--- src/rtl/pipe_stall_ctrl_pkg.sv ---
// pipe_stall_ctrl_pkg: shared stall encodings, sequencer states and counter width
// for the pipeline stall controller.
package pipe_stall_ctrl_pkg;
    localparam int MC_CNT_W = 6;
    localparam logic STOP   = 1'b1;
    localparam logic NOSTOP = 1'b0;
    // Each pattern stops stages 0..k and lets stage k+1 take a bubble.
    localparam logic [5:0] STALL_NONE = {6{NOSTOP}};
    localparam logic [5:0] STALL_ID   = {{3{NOSTOP}}, {3{STOP}}};
    localparam logic [5:0] STALL_EX   = {{2{NOSTOP}}, {4{STOP}}};
    localparam logic [5:0] STALL_MEM  = {NOSTOP, {5{STOP}}};
    typedef enum logic [1:0] {
        MC_IDLE = 2'b00,
        MC_BUSY = 2'b01,
        MC_DONE = 2'b10
    } mc_state_t;
endpackage

--- src/rtl/pipe_stall_ctrl_mc_seq.sv ---
// pipe_stall_ctrl_mc_seq: IDLE/BUSY/DONE sequencer that holds EX for multi-cycle
// operations and reports the current cycle index and completion.
module pipe_stall_ctrl_mc_seq
    import pipe_stall_ctrl_pkg::*;
#(
    parameter int CNT_W = MC_CNT_W
) (
    input  logic             Clk,
    input  logic             Rst_n,
    input  logic             i_start,
    input  logic [CNT_W-1:0] i_len,
    input  logic             i_cancel,
    input  logic             i_mem_stall,
    output logic             o_stallreq_ex,
    output logic             o_busy,
    output logic             o_done,
    output logic [CNT_W-1:0] o_cnt
);
    mc_state_t        r_state, w_state_nxt;
    logic [CNT_W-1:0] r_cnt, w_cnt_nxt, r_len, w_len_nxt, w_last;

    assign w_last = r_len - CNT_W'(1);

    always_ff @(posedge Clk) begin
        if (!Rst_n) begin
            r_state <= MC_IDLE;
            r_cnt   <= '0;
            r_len   <= '0;
        end else begin
            r_state <= w_state_nxt;
            r_cnt   <= w_cnt_nxt;
            r_len   <= w_len_nxt;
        end
    end

    always_comb begin
        w_state_nxt   = r_state;
        w_cnt_nxt     = r_cnt;
        w_len_nxt     = r_len;
        o_stallreq_ex = 1'b0;
        o_done        = 1'b0;
        o_cnt         = r_cnt;
        o_busy        = (r_state == MC_BUSY);
        case (r_state)
            MC_IDLE: begin
                o_cnt = '0;
                if (i_start && i_len >= CNT_W'(2)) begin
                    o_stallreq_ex = 1'b1;
                    w_state_nxt   = MC_BUSY;
                    w_cnt_nxt     = CNT_W'(1);
                    w_len_nxt     = i_len;
                end else if (i_start) begin
                    o_done = 1'b1;
                end
            end
            MC_BUSY: begin
                if (r_cnt < w_last) begin
                    o_stallreq_ex = 1'b1;
                    w_cnt_nxt     = r_cnt + CNT_W'(1);
                end else begin
                    o_done      = 1'b1;
                    w_state_nxt = i_mem_stall ? MC_DONE : MC_IDLE;
                    w_cnt_nxt   = i_mem_stall ? r_cnt : '0;
                end
            end
            MC_DONE: begin
                // start still belongs to the finished instruction held by MEM
                o_done = 1'b1;
                if (!i_mem_stall) begin
                    w_state_nxt = MC_IDLE;
                    w_cnt_nxt   = '0;
                end
            end
            default: w_state_nxt = MC_IDLE;
        endcase
        if (i_cancel) begin
            w_state_nxt   = MC_IDLE;
            w_cnt_nxt     = '0;
            o_stallreq_ex = 1'b0;
            o_done        = 1'b0;
        end
    end
endmodule

--- src/rtl/pipe_stall_ctrl.sv ---
// pipe_stall_ctrl: merges ID/MEM stall requests with the EX multi-cycle sequencer
// into the 6-bit pipeline stall vector.
module pipe_stall_ctrl
    import pipe_stall_ctrl_pkg::*;
#(
    parameter int CNT_W = MC_CNT_W
) (
    input  logic             Clk,
    input  logic             Rst_n,
    input  logic             stallreq_from_id,
    input  logic             stallreq_from_mem,
    input  logic             ex_mc_start,
    input  logic [CNT_W-1:0] ex_mc_len,
    input  logic             ex_mc_cancel,
    output logic [5:0]       stall,
    output logic             ex_mc_busy,
    output logic             ex_mc_done,
    output logic [CNT_W-1:0] ex_mc_cnt
);
    logic             w_stallreq_ex, w_busy, w_done;
    logic [CNT_W-1:0] w_cnt;

    pipe_stall_ctrl_mc_seq #(.CNT_W(CNT_W)) u_mc_seq (
        .Clk           (Clk),
        .Rst_n         (Rst_n),
        .i_start       (ex_mc_start),
        .i_len         (ex_mc_len),
        .i_cancel      (ex_mc_cancel),
        .i_mem_stall   (stallreq_from_mem),
        .o_stallreq_ex (w_stallreq_ex),
        .o_busy        (w_busy),
        .o_done        (w_done),
        .o_cnt         (w_cnt)
    );

    // Reset gates every output so nothing stalls while the core is held.
    assign stall = !Rst_n            ? STALL_NONE :
                   stallreq_from_mem ? STALL_MEM  :
                   w_stallreq_ex     ? STALL_EX   :
                   stallreq_from_id  ? STALL_ID   : STALL_NONE;
    assign ex_mc_busy = Rst_n && w_busy;
    assign ex_mc_done = Rst_n && w_done;
    assign ex_mc_cnt  = Rst_n ? w_cnt : '0;
endmodule

--- config.mk ---
export PLATFORM = sky130hd
export DESIGN_NAME = pipe_stall_ctrl
export DESIGN_NICKNAME = d
export VERILOG_FILES = /design/src/rtl/pipe_stall_ctrl_pkg.sv /design/src/rtl/pipe_stall_ctrl_mc_seq.sv /design/src/rtl/pipe_stall_ctrl.sv
export SDC_FILE = /design/constraint.sdc
export NUM_CORES = 1
export LEC_CHECK = 0
export CAP_MARGIN = 0
export CORE_AREA = 2 2 52 54
export DETAILED_ROUTE_END_ITERATION = 8
export DIE_AREA = 0 0 54 56
export GPL_TIMING_DRIVEN = 0
export PLACE_DENSITY = 0.87
export SYNTH_ARGS = -nofsm -noshare
export SYNTH_HDL_FRONTEND = slang
export SYNTH_SLANG_ARGS = --single-unit
--- constraint.sdc ---
create_clock -name Clk -period 3.7 [get_ports Clk]
set_clock_uncertainty 0.15 [all_clocks]
set_input_delay 0.74 -clock Clk [delete_from_list [all_inputs] [get_ports Clk]]
set_output_delay 0.74 -clock Clk [all_outputs]
set_load 0.05 [all_outputs]
==> summary.md <==
| Metric | Value |
|---|---|
| RSZ-0062 raised after global routing | true |
| Asr flop ratio synth | 0 |
| Starting Density | 0.485 |
| IO Count | 26 |
| HP Class | reg2reg |
| CORE AREA | 0.00243 mm2 |
| WP data arrival | 2.67 ns |
| Root buffer cell | clkbuf_4 |
| GRT Util Overall | 0.216 |
| Row count | 18 |
| Die X | 54 um |
| Syn Std Cell Area | 0.00118 mm2 |
| Post-synthesis sequential area ratio | 0.238 |
| Synth Area per Inst | 8.13 um2 |
| Met3 wire len | 165 um |
| TritonCTS Buffers | 3 |
| First-pass GRT wire length | 4930 um |
| DP HPWL | 2260 um |
| Mapped Nets | 168 |
| H-Tree Depth | 1 |
| Final period util | 0.962 |
| Die Y | 56 um |
| Detailed-route DRC error count | 0 |
| Global route total overflow | 0 |
| IO buf count | 24 |
| Fill cell count | 240 |
| Synth cell types | 42 |
| Initial antenna violation count | 0 |
| WS Path Type | in2out |
| Clk pin slew, worst setup/hold paths | 0.08 ns |
| CTS tree | built |
| RD Place Congestion | 0.844 |
| Warnings from Yosys | 0 |
| Via density | 5.83 |
| WP data required | 2.81 ns |
| Area Overhead vs Synth | 26.9% |
| Layout net count | 199 |
| Non-filler instance count after layout | 204 |
| Final Max Tran Viols | 0 |
| Inst Count DP | 199 |
| Final hold violation count | 0 |
| Worst Path Max Fanout | 6 |
| Worst-margin pin slew | 0.501 ns |
| Max layer used | met4 |
| Slew headroom | 0.665 |
| Top_reg_cell synth | dfxtp_1 |
| Post-synth EDFFs | 0 |
| Fin Hold WS | 0.340 ns |
| DRT antenna net count | 0 |
| Largest net degree at the start of global routing | 11 |
| Number of detailed-route iterations in the first pass | 4 |
| Ratio of cells with drive above 1 in the final layout | 0.149 |
| Max-cap violations | 0 |
| Crit end category | output port |
| WL final | 2880 um |
| Worst ir drop on vdd | 183 uV |
| WL met1 | 1230 um |
| Leak pwr | 0.640 nW |
| Register bit total from synthesis | 14 |
| Highest Clock Rate | 0.281 GHz |
| Status | complete, no violations |
| Mapped Cells | 145 |
| Minimum period implied by the final worst setup slack | 3.56 ns |
| Clock latency on the worst-skew pair | 0.29 ns |
| Final Setup Violations | 0 |
| Cell area power density | 250 mW/mm2 |
| Detail Route met2 WL | 1430 um |
| Via count | 1189 |
| First DRT Iteration DRCs | 35 |
| Ant. Diodes | 0 |
| WL per Instance | 14.1 um |
| Vias in the first global route | 1099 |
| Clock Tree Buf Depth | 2 |
| Die ar. | 0.00302 mm2 |
| Type of origin of the critical path | input port |
| CTS Sinks | 14 |
layout make-up:
type	instances	area, um2	area share
well taps	30	37.5	0.0251
plain buffers	8	48.8	0.0326
repair buffers	26	234	0.156
flip-flops and latches	14	280	0.187
clock buffers	3	22.5	0.0151
inverters	7	26.3	0.0176
multi-input cells	116	846	0.566
cells in the mapped netlist (2+ instances only):
master / n / share of area
a21boi_0: 5 / 0.032
and2_1: 8 / 0.042
a21oi_1: 6 / 0.025
mux2i_1: 2 / 0.017
nor3_1: 2 / 0.0085
xnor2_1: 2 / 0.015
nand2b_1: 2 / 0.011
o31ai_1: 4 / 0.025
or2_2: 2 / 0.011
nand4_1: 2 / 0.011
o21ai_0: 5 / 0.021
nor2_1: 3 / 0.0096
xor2_1: 2 / 0.015
a22o_1: 3 / 0.022
nand3_1: 5 / 0.021
o21ai_1: 2 / 0.0085
o211ai_1: 4 / 0.025
dfxtp_1: 14 / 0.24
nor2b_1: 4 / 0.021
a211oi_1: 4 / 0.025
nand2_1: 22 / 0.070
inv_1: 7 / 0.022
ha_1: 11 / 0.12
clkbuf_1: 4 / 0.013
buf_4: 3 / 0.019
cell usage in the layout, fill, tap and decap left out, drive strengths merged, types with 2 or more instances in the layout:
cell            n
nor2b           5
buf            10
nor3            2
nor2            3
o21ai           7
dlygate4sd2     6
a21boi          5
inv             7
a21oi           6
nand2b          2
and2            8
ha             11
nand4           2
nand2          22
o31ai           4
clkbuf          8
xor2            2
dfxtp          14
mux2i           2
a211oi          4
xnor2           2
clkdlybuf4s50  13
a22o            3
or2             2
nand3           5
o211ai          4
power breakdown:
part	internal [mW]	leakage, nW	total [mW]	switching [mW]
combinational	0.0503	0.513	0.122	0.0715
sequential	0.156	0.114	0.162	0.00615
clock	0.0379	0.0138	0.0900	0.0521
what timing repair did:
action / CTS / global route
resized for setup: 29 / 11
hold buffers: 0 / 0
buffers inserted: 2 / 0
pin swaps: 2 / 1
endpoints found under the setup margin: 11 / 5
state kept, by name, indices dropped and copies added (netlist names):
signal and count:
u_mc_seq.r_len 6, u_mc_seq.r_cnt 6, u_mc_seq.r_state 2
worst max-delay path, cell delays in order:
cell and delay, ns:
clkdlybuf4s50_1 0.48, nor4_4 0.34, nand2_1 0.12, and3_1 0.19, clkbuf_1 0.16, o21ai_2 0.19, nand2_1 0.10, buf_4 0.14
clkbuf_4 0.20
final timing paths:
kind / slack [ns] / endpoint / startpoint / cells past startpoint
max: 0.14 / stall[1] / ex_mc_len[4] / 9
min: 0.34 / u_mc_seq.r_len[5] / u_mc_seq.r_len[5] / 2
max reg2reg: 1.02 / u_mc_seq.r_cnt[5] / u_mc_seq.r_len[2] / 9
min reg2reg: 0.34 / u_mc_seq.r_len[5] / u_mc_seq.r_len[5] / 2
metrics by stage:
stage          cell area, um2  power (mW)  TNS [ns]   util  setup slack [ns]
5_1_grt                  1500       0.395   -0.0209  0.615           -0.0206
2_1_floorplan            1180       0.247         0      -             0.258
3_5_place_dp             1460       0.287     -1.97  0.601            -0.473
4_1_cts                  1490       0.374         0  0.612            0.0429
3_3_place_gp             1460       0.282     -1.57  0.601            -0.432
6_report                 1500       0.374         0  0.615             0.142
layer usage:
metal | up-vias | track usage
met4 | 0 | 0.100
met2 | 41 | 0.350
met5 | - | 0
met1 | 557 | 0.275
li1 | 586 | -
met3 | 5 | 0.0269
cell families (layout without fill, tap and decap cells):
family                     count (synthesis)  count (layout)  share of synthesized area
buffers and inverters                     15              44                     0.0637
xor gates and xnor gates                   4               4                     0.0297
DFF                                       14              14                      0.238
adders and majority gates                 11              11                      0.117
and+or+nand+nor                           56              56                      0.263
AOI/OAI and AO/OA                         42              42                      0.269
muxes                                      2               2                     0.0170
other                                      1               1                    0.00318
Note: power is estimated with default switching activity, not from simulation.
